## src/rtl/fx_chain_scheduler.sv

```systemverilog
// fx_chain_scheduler: runs each sample through the enabled effect slots in index order and owns the smart_ram port.
// Define FX_TIMEOUT_EN to add a per-effect watchdog that bypasses a stuck slot and flags it on fx_timeout.
module fx_chain_scheduler #(
    parameter int DATA_WIDTH = 16,
    parameter int ADDR_WIDTH = 12,
    parameter int NUM_FX     = 3,
    parameter int TIMEOUT    = 1023
) (
    input  logic                       clk,
    input  logic                       rst,
    input  logic                       sample_valid,
    input  logic [DATA_WIDTH-1:0]      sample_in,
    input  logic [NUM_FX-1:0]          fx_enable,
    input  logic                       sram_hold,
    output logic [DATA_WIDTH-1:0]      sample_out,
    output logic                       sample_out_valid,
    output logic                       busy,
    output logic                       overrun,
    output logic [NUM_FX-1:0]          fx_cs,
    output logic [NUM_FX-1:0]          fx_my_turn,
    output logic [DATA_WIDTH-1:0]      fx_data_in,
    input  logic [NUM_FX-1:0]          fx_done,
    input  logic [NUM_FX-1:0]          fx_available,
    input  logic [NUM_FX*DATA_WIDTH-1:0] fx_data_out,
    input  logic [NUM_FX-1:0]          fx_sram_rd,
    input  logic [NUM_FX-1:0]          fx_sram_wr,
    input  logic [NUM_FX*ADDR_WIDTH-1:0] fx_sram_offset,
    input  logic [NUM_FX*DATA_WIDTH-1:0] fx_sram_data,
    output logic [NUM_FX-1:0]          fx_sram_read_finish,
    output logic [NUM_FX-1:0]          fx_sram_write_finish,
    output logic [DATA_WIDTH-1:0]      fx_sram_rdata,
    output logic                       sram_rd,
    output logic                       sram_wr,
    output logic [ADDR_WIDTH-1:0]      sram_offset,
    output logic [DATA_WIDTH-1:0]      sram_data_out,
    input  logic [DATA_WIDTH-1:0]      sram_data_in,
    input  logic                       sram_read_finish,
    input  logic                       sram_write_finish
`ifdef FX_TIMEOUT_EN
    ,
    output logic [NUM_FX-1:0]          fx_timeout
`endif
);
    localparam int IW = $clog2(NUM_FX) + 1;
    typedef enum logic [1:0] {IDLE, SELECT, WAIT, OUTPUT} state_t;
    state_t state, state_nx;
    logic [DATA_WIDTH-1:0] acc, dout_cur, dat_cur;
    logic [ADDR_WIDTH-1:0] off_cur;
    logic [IW-1:0] idx, cur, sel;
    logic [NUM_FX-1:0] mask;
    logic found, avail_sel, done_cur, rd_cur, wr_cur, grant, expire;
`ifdef FX_TIMEOUT_EN
    localparam int TW = $clog2(TIMEOUT + 1);
    logic [TW-1:0] wd;
    assign expire = wd == TW'(TIMEOUT - 1);
`else
    assign expire = 1'b0;
`endif
    // sel scans upward from idx; the cur slot's signals are picked out for the WAIT mux
    always_comb begin
        found = 1'b0;
        sel = '0;
        avail_sel = 1'b0;
        for (int i = NUM_FX - 1; i >= 0; i--)
            if (mask[i] && IW'(i) >= idx) begin
                found = 1'b1;
                sel = IW'(i);
                avail_sel = fx_available[i];
            end
        done_cur = 1'b0;
        dout_cur = '0;
        rd_cur = 1'b0;
        wr_cur = 1'b0;
        off_cur = '0;
        dat_cur = '0;
        for (int i = 0; i < NUM_FX; i++)
            if (IW'(i) == cur) begin
                done_cur = fx_done[i];
                dout_cur = fx_data_out[i*DATA_WIDTH +: DATA_WIDTH];
                rd_cur = fx_sram_rd[i];
                wr_cur = fx_sram_wr[i];
                off_cur = fx_sram_offset[i*ADDR_WIDTH +: ADDR_WIDTH];
                dat_cur = fx_sram_data[i*DATA_WIDTH +: DATA_WIDTH];
            end
    end
    assign grant = state == SELECT && found && !sram_hold && avail_sel;
    always_comb begin
        state_nx = state;
        case (state)
            IDLE:    state_nx = sample_valid ? SELECT : IDLE;
            SELECT:  state_nx = !found ? OUTPUT : grant ? WAIT : SELECT;
            WAIT:    state_nx = (done_cur || expire) ? SELECT : WAIT;
            OUTPUT:  state_nx = IDLE;
            default: state_nx = IDLE;
        endcase
    end
    always_ff @(posedge clk or negedge rst)
        if (!rst) state <= IDLE;
        else state <= state_nx;
    always_ff @(posedge clk or negedge rst) begin
        if (!rst) begin
            acc <= '0;
            idx <= '0;
            cur <= '0;
            mask <= '0;
            sample_out <= '0;
            sample_out_valid <= 1'b0;
            overrun <= 1'b0;
            fx_my_turn <= '0;
`ifdef FX_TIMEOUT_EN
            wd <= '0;
            fx_timeout <= '0;
`endif
        end else begin
            sample_out_valid <= state == OUTPUT;
            overrun <= sample_valid && state != IDLE;
            fx_my_turn <= grant ? NUM_FX'(1) << sel : '0;
            if (state == IDLE && sample_valid) begin
                acc <= sample_in;
                mask <= fx_enable;
                idx <= '0;
            end
            if (grant) cur <= sel;
            if (state == WAIT && (done_cur || expire)) idx <= cur + 1'b1;
            if (state == WAIT && done_cur) acc <= dout_cur;
            if (state == OUTPUT) sample_out <= acc;
`ifdef FX_TIMEOUT_EN
            wd <= (state == WAIT) ? wd + 1'b1 : '0;
            if (state == WAIT && !done_cur && expire) fx_timeout <= fx_timeout | (NUM_FX'(1) << cur);
`endif
        end
    end
    assign busy = state != IDLE;
    assign fx_cs = mask;
    assign fx_data_in = acc;
    assign fx_sram_rdata = sram_data_in;
    assign sram_rd = state == WAIT && rd_cur;
    assign sram_wr = state == WAIT && wr_cur;
    assign sram_offset = off_cur;
    assign sram_data_out = dat_cur;
    assign fx_sram_read_finish = (state == WAIT && sram_read_finish) ? NUM_FX'(1) << cur : '0;
    assign fx_sram_write_finish = (state == WAIT && sram_write_finish) ? NUM_FX'(1) << cur : '0;
endmodule

```

## config.mk

```make
export PLATFORM = sky130hd
export DESIGN_NAME = fx_chain_scheduler
export DESIGN_NICKNAME = d
export VERILOG_FILES = /design/src/rtl/fx_chain_scheduler.sv
export SDC_FILE = /design/constraint.sdc
export NUM_CORES = 1
export LEC_CHECK = 0
export ABC_AREA = 1
export ABC_CLOCK_PERIOD_IN_PS = 5100
export BUFFER_PORTS_ARGS = -buffer_cell sky130_fd_sc_hd__buf_2
export CORE_AREA = 2 2 108 110
export CTS_CLUSTER_SIZE = 40
export DETAILED_ROUTE_END_ITERATION = 10
export DIE_AREA = 0 0 110 112
export GPL_TIMING_DRIVEN = 0
export SYNTH_ARGS = -nofsm -noshare
export SYNTH_HDL_FRONTEND = slang
export SYNTH_SLANG_ARGS = --single-unit
```

## constraint.sdc

```tcl
create_clock -name clk -period 5.1 [get_ports clk]
set_input_delay 0.51 -clock clk [delete_from_list [all_inputs] [get_ports clk]]
set_output_delay 0.51 -clock clk [all_outputs]
set_load 0.05 [all_outputs]
```

**Word-level counts from Yosys, hierarchy flattened**

Index checks and enable logic that the tools add are counted.

- Word-level logic and storage cells: 77
- Register bits after elaboration: 48

- Mux-type cells: 39
- Equality and inequality tests: 5
- Shift operators: 2
- Magnitude comparators: 3
- Reductions and logical operators: 18
- $add $sub $neg: 1

Operator list:

| kind | count |
|---|---|
| $mux 16 | 8 |
| $mux 12 | 3 |
| $mux 1 | 16 |
| $mux 3 | 5 |
| $logic_and 1x1->1 | 13 |
| $mux 2 | 6 |
| $pmux 2 s4 | 1 |
| $ge 1x3->1 const A | 2 |
| $shl 1x3->3 const A | 2 |
| $eq 2x2->1 const B | 2 |
| $reduce_bool 2->1 | 2 |
| $add 3x1->3 const B | 1 |
| $eq 1x3->1 const A | 1 |
| $eq 2x3->1 const A | 1 |
| $ge 2x3->1 const A | 1 |
| $logic_not 3->1 | 1 |
| $eq 2x1->1 const B | 1 |
| $logic_not 2->1 | 1 |
| $logic_not 1->1 | 1 |

**Depth between registers and ports, before layout**

- Word-level depth: 11
- Gate-level depth with buffers: 14
- Depth with buffers taken out: 13

**Least setup slack after synthesis**

Ideal clock, no wire load.

- Path kind: reg-to-output
- Start: register cur[0]
- End: output sram_data_out[0]
- Slack: 2.124 ns
- Data arrival time: 2.466 ns
- Cell stages (with the launch flop): 10
- Cell sequence: dfrtp_1 inv_1 ha_1 inv_1 nor2_1 buf_2 buf_4 buf_2 a22oi_1 o21ai_0

- Cells in the longest elaborated chain, start to end: 4
- Elaborated cells between the ends (all ways): 6

RTL lines:

| element | line | text |
|---|---|---|
| start, declared | 49 | `logic [IW-1:0] idx, cur, sel;` |
| start signal, assigned | 123 | `if (grant) cur <= sel;` |
| $logic_not 3->1 | 77 | `if (IW'(i) == cur) begin` |
| $mux 16 (2 in series) | 77 |  |
| $mux 16 (*) | 77 |  |
| end, declared | 35 | `output logic [DATA_WIDTH-1:0] sram_data_out,` |

Every way passes the cells marked *; elsewhere a longest branch is shown, timed or not.

**Worst setup path after layout**

- Start: register cur[0]
- End: output sram_offset[1]

- Cells in the longest elaborated chain, start to end: 4
- Elaborated cells between the ends (all ways): 6

RTL lines:

| element | line | text |
|---|---|---|
| $logic_not 3->1 | 77 |  |
| $mux 12 (2 in series) | 77 |  |
| $mux 12 (*) | 77 |  |
| end, declared | 34 | `output logic [ADDR_WIDTH-1:0] sram_offset,` |

Marks and branches as above.

==> metrics.txt <==
# TYPE chip_impl_metric gauge
chip_impl_info{name="outcome",value="finished clean"} 1
chip_impl_metric{name="ys_ff_latch",unit=""} 47
chip_impl_metric{name="clk_latency",unit="ns"} 0.28
chip_impl_metric{name="global_route_wire_length_before_repair",unit="mm"} 19.4
chip_impl_metric{name="critPathRequiredTime",unit="ns"} 4.59
chip_impl_metric{name="drv_cap",unit=""} 0
chip_impl_metric{name="slew_headroom",unit="%"} 30.9
chip_impl_metric{name="setup_slack_reg_to_reg",unit="ns"} 3.14
chip_impl_info{name="ys_top_cells_by_count",value="sky130_fd_sc_hd__nand2_1, sky130_fd_sc_hd__o21ai_0, sky130_fd_sc_hd__dfrtp_1"} 1
chip_impl_metric{name="detailedRoute.firstPassIterationCount",unit=""} 5
chip_impl_metric{name="route.detailed.vias_per_inst",unit=""} 4.68
chip_impl_metric{name="worst-slew-pin-transition",unit="ns"} 1.04
chip_impl_metric{name="setup_violations",unit=""} 0
chip_impl_info{name="flip_flop_cell_with_the_highest_count_after_synthesis",value="sky130_fd_sc_hd__dfrtp_1"} 1
chip_impl_info{name="grt_setup_unrepaired",value="no"} 1
chip_impl_metric{name="post-synth-top-area-fraction",unit="%"} 36.5
chip_impl_metric{name="cts_sinks",unit=""} 47
chip_impl_metric{name="synth.distinct_cells",unit=""} 26
chip_impl_metric{name="grt_antenna_before_repair",unit=""} 1
chip_impl_metric{name="number_of_cells_on_the_worst_reg_to_reg_path",unit=""} 10
chip_impl_metric{name="drt_iter0_markers",unit=""} 227
chip_impl_metric{name="setup-tns-final",unit="ns"} 0
chip_impl_metric{name="route.detailed.wl_per_inst",unit="µm"} 14.5
chip_impl_metric{name="critical_path_arrival",unit="ns"} 2.55
chip_impl_metric{name="multi_input_area",unit="µm²"} 1660
chip_impl_metric{name="layout.area.seq",unit="µm²"} 1180
chip_impl_metric{name="initial_cell_density_of_the_core",unit="%"} 28.9
chip_impl_metric{name="utilization",unit="%"} 43.6
chip_impl_metric{name="preCtsSetupSlack",unit="ns"} 2.28
chip_impl_metric{name="final_max_slew_viol_count",unit=""} 0
chip_impl_info{name="yosys-top-cells-area",value="sky130_fd_sc_hd__dfrtp_1, sky130_fd_sc_hd__nand2_1, sky130_fd_sc_hd__o21ai_0, sky130_fd_sc_hd__a22oi_1, sky130_fd_sc_hd__nand3_1"} 1
chip_impl_info{name="min-delay-start",value="sram_hold"} 1
chip_impl_metric{name="fmax",unit="GHz"} 0.327
chip_impl_info{name="ctsRootBufferMaster",value="sky130_fd_sc_hd__clkbuf_16"} 1
chip_impl_metric{name="tritoncts_buffer_count",unit=""} 5
chip_impl_info{name="endpoint_of_the_worst_hold_path",value="fx_my_turn[0]$_DFF_PN0_"} 1
chip_impl_metric{name="finalNetCount",unit=""} 935
chip_impl_info{name="regToRegEndpoint",value="fx_data_in[14]$_DFFE_PN0P_"} 1
chip_impl_metric{name="worst_hold_path.num_cells",unit=""} 2
chip_impl_metric{name="dp_hpwl",unit="mm"} 10.6
chip_impl_info{name="worstReg2RegStart",value="cur[0]$_DFFE_PN0P_"} 1
chip_impl_metric{name="post_cts_resized",unit=""} 0
chip_impl_info{name="worstSetupEndpointType",value="primary output"} 1
chip_impl_metric{name="fin_crit_sh",unit="%"} 60.0
chip_impl_metric{name="core-area",unit="µm²"} 11200
chip_impl_metric{name="share_of_async_settable_or_async_resettable_flops_after_synthesis",unit="%"} 100
chip_impl_metric{name="final.fill_count",unit=""} 1187
chip_impl_metric{name="grt_start_max_net_pins",unit=""} 48
chip_impl_metric{name="cellLeakagePower",unit="nW"} 2.88
chip_impl_metric{name="area_growth_syn_to_layout",unit="%"} 51.0
chip_impl_metric{name="gp_congestion",unit=""} 0.828
chip_impl_metric{name="grt_overflow_total",unit=""} 0
chip_impl_metric{name="final-hold-violation-count",unit=""} 0
chip_impl_metric{name="number_of_global_route_vias_before_repair",unit=""} 3943
chip_impl_metric{name="power_density",unit="nW/µm²"} 682
chip_impl_metric{name="chipWidth",unit="µm"} 110
chip_impl_metric{name="mapped_nets",unit=""} 667
chip_impl_metric{name="setup_slack_after_layout",unit="ns"} 2.04
chip_impl_metric{name="post_synthesis_instance_area",unit="µm²"} 3230
chip_impl_metric{name="drt.antenna.violating_nets",unit=""} 0
chip_impl_metric{name="ctsLongestPathBuffers",unit=""} 2
chip_impl_metric{name="routed-via-count",unit=""} 4169
chip_impl_metric{name="report.power.total",unit="W"} 0.00332
chip_impl_metric{name="ctsHoldBuffers",unit=""} 0
chip_impl_metric{name="path_max_fanout",unit=""} 10
chip_impl_info{name="synth_most_common_cell",value="sky130_fd_sc_hd__nand2_1"} 1
chip_impl_metric{name="min_period",unit="ns"} 3.06
chip_impl_info{name="path_class",value="reg2out"} 1
chip_impl_info{name="tritoncts",value="built"} 1
chip_impl_metric{name="synth-warning-count",unit=""} 0
chip_impl_metric{name="clk_pin_slew_worst_paths",unit="ns"} 0.06
chip_impl_metric{name="placement.io_buffers",unit=""} 261
chip_impl_metric{name="fin_skew",unit="ns"} 0.00569
chip_impl_metric{name="number_of_synthesized_flops_with_an_enable_pin",unit=""} 0
chip_impl_metric{name="die_footprint",unit="µm²"} 12300
chip_impl_metric{name="cts_max_level",unit=""} 2
chip_impl_info{name="synth_area_leader_cell",value="sky130_fd_sc_hd__dfrtp_1"} 1
chip_impl_info{name="class_of_the_most_critical_hold_timing_path",value="in2reg"} 1
chip_impl_metric{name="wirelength",unit="mm"} 12.9
chip_impl_metric{name="core.rowCount",unit=""} 39
chip_impl_metric{name="die_height",unit="µm"} 112
chip_impl_metric{name="drc",unit=""} 0
chip_impl_metric{name="gr-usage-all-layers",unit="%"} 20.2
chip_impl_metric{name="ir_worst_vdd",unit="µV"} 360
chip_impl_metric{name="synth_sequential_area_ratio",unit="%"} 36.5
chip_impl_metric{name="cts.repair_timing.setup_buffer_count",unit=""} 0
chip_impl_metric{name="synthCells",unit=""} 478
chip_impl_metric{name="final_layout_size_suffix_gt1_share",unit="%"} 41.3
chip_impl_metric{name="avgSynthCellArea",unit="µm²"} 6.75
chip_impl_metric{name="ios",unit=""} 278
chip_impl_info{name="startpoint_type",value="flip-flop"} 1
[metrics by stage]
step / instances / cell area (µm²) / hold slack [ns]
after CTS: 889 / 4870 / 0.403
after global routing: 890 / 4870 / 0.401
after global placement: 882 / 4710 / 0.460
after detailed placement: 882 / 4710 / 0.460
after floorplan: 478 / 3230 / 0.214
final: 890 / 4870 / 0.400
[layout make-up]
class / instances / share of cell area, %
clock inverters: 1 / 0.616
diodes: 1 / 0.0514
well taps: 143 / 3.67
repair buffers: 261 / 26.8
clock buffers: 6 / 2.65
plain buffers: 44 / 5.26
multi-input cells: 353 / 34.1
inverters: 34 / 2.72
flip-flops and latches: 47 / 24.1
[critical path: stages, from the launching register on]
cell and delay, ns:
sky130_fd_sc_hd__dfrtp_1 0.43, sky130_fd_sc_hd__inv_1 0.10, sky130_fd_sc_hd__ha_1 0.26, sky130_fd_sc_hd__buf_2 0.30, sky130_fd_sc_hd__buf_2 0.30, sky130_fd_sc_hd__clkbuf_1 0.36
sky130_fd_sc_hd__nand2_1 0.13, sky130_fd_sc_hd__o21ai_0 0.10, sky130_fd_sc_hd__buf_2 0.29
[state kept, by name (all words and copies together), names as in the netlist, 2 cells and up]
name,cells
idx,3
state,2
sample_out,16
fx_cs,3
fx_my_turn,3
fx_data_in,16
cur,2
[routing by layer]
metal	share of wire [%]	up-vias	global-route usage (%)	wire [µm]
met5	0	-	0	0
met4	1.1	0	2.78	138
met2	53	185	38.8	6810
met1	39	1887	23.9	5040
met3	6.8	12	2.75	877
li1	-	2085	-	-
[layout by cell type (no fill, tap or decap), types with 2 or more instances in the layout]
cell type and count:
sky130_fd_sc_hd__a21oi_1 22, sky130_fd_sc_hd__a22oi_1 28, sky130_fd_sc_hd__buf_2 274, sky130_fd_sc_hd__buf_4 18, sky130_fd_sc_hd__clkbuf_1 13, sky130_fd_sc_hd__clkbuf_16 5, sky130_fd_sc_hd__dfrtp_1 47, sky130_fd_sc_hd__ha_1 4
sky130_fd_sc_hd__inv_1 30, sky130_fd_sc_hd__inv_4 2, sky130_fd_sc_hd__mux2_2 2, sky130_fd_sc_hd__nand2_1 184, sky130_fd_sc_hd__nand3_1 38, sky130_fd_sc_hd__nor2_1 17, sky130_fd_sc_hd__o21ai_0 49
[cells by family (layout without fill, tap and decap cells)]
group	after synthesis	count (layout)	share of synthesized area, %
DFF	47	47	36.5
buffers and inverters	78	346	12.1
and+or+nand+nor	245	245	31.0
AOI/OAI and AO/OA	102	102	18.2
adders and majority gates	4	4	1.55
other	0	1	0
muxes	2	2	0.698
[worst max path at each step]
stage,start,to
final,cur[0]$_DFFE_PN0P_,sram_offset[1]
after global routing,cur[0]$_DFFE_PN0P_,sram_data_out[10]
after CTS,cur[0]$_DFFE_PN0P_,sram_data_out[4]
after detailed placement,cur[0]$_DFFE_PN0P_,sram_data_out[4]
after global placement,cur[0]$_DFFE_PN0P_,sram_data_out[6]
after floorplan,cur[0]$_DFFE_PN0P_,sram_data_out[0]
[report_power, final]
| group | total (W) | leakage (nW) | internal (W) | switching (W) |
|---|---|---|---|---|
| sequential | 0.000629 | 0.599 | 0.000522 | 0.000106 |
| combinational | 0.00233 | 2.21 | 0.000554 | 0.00178 |
| clock | 0.000362 | 0.0769 | 0.000229 | 0.000133 |
| total | 0.00332 | 2.88 | 0.00130 | 0.00202 |
No activity file was read; power rests on OpenSTA's default activity.
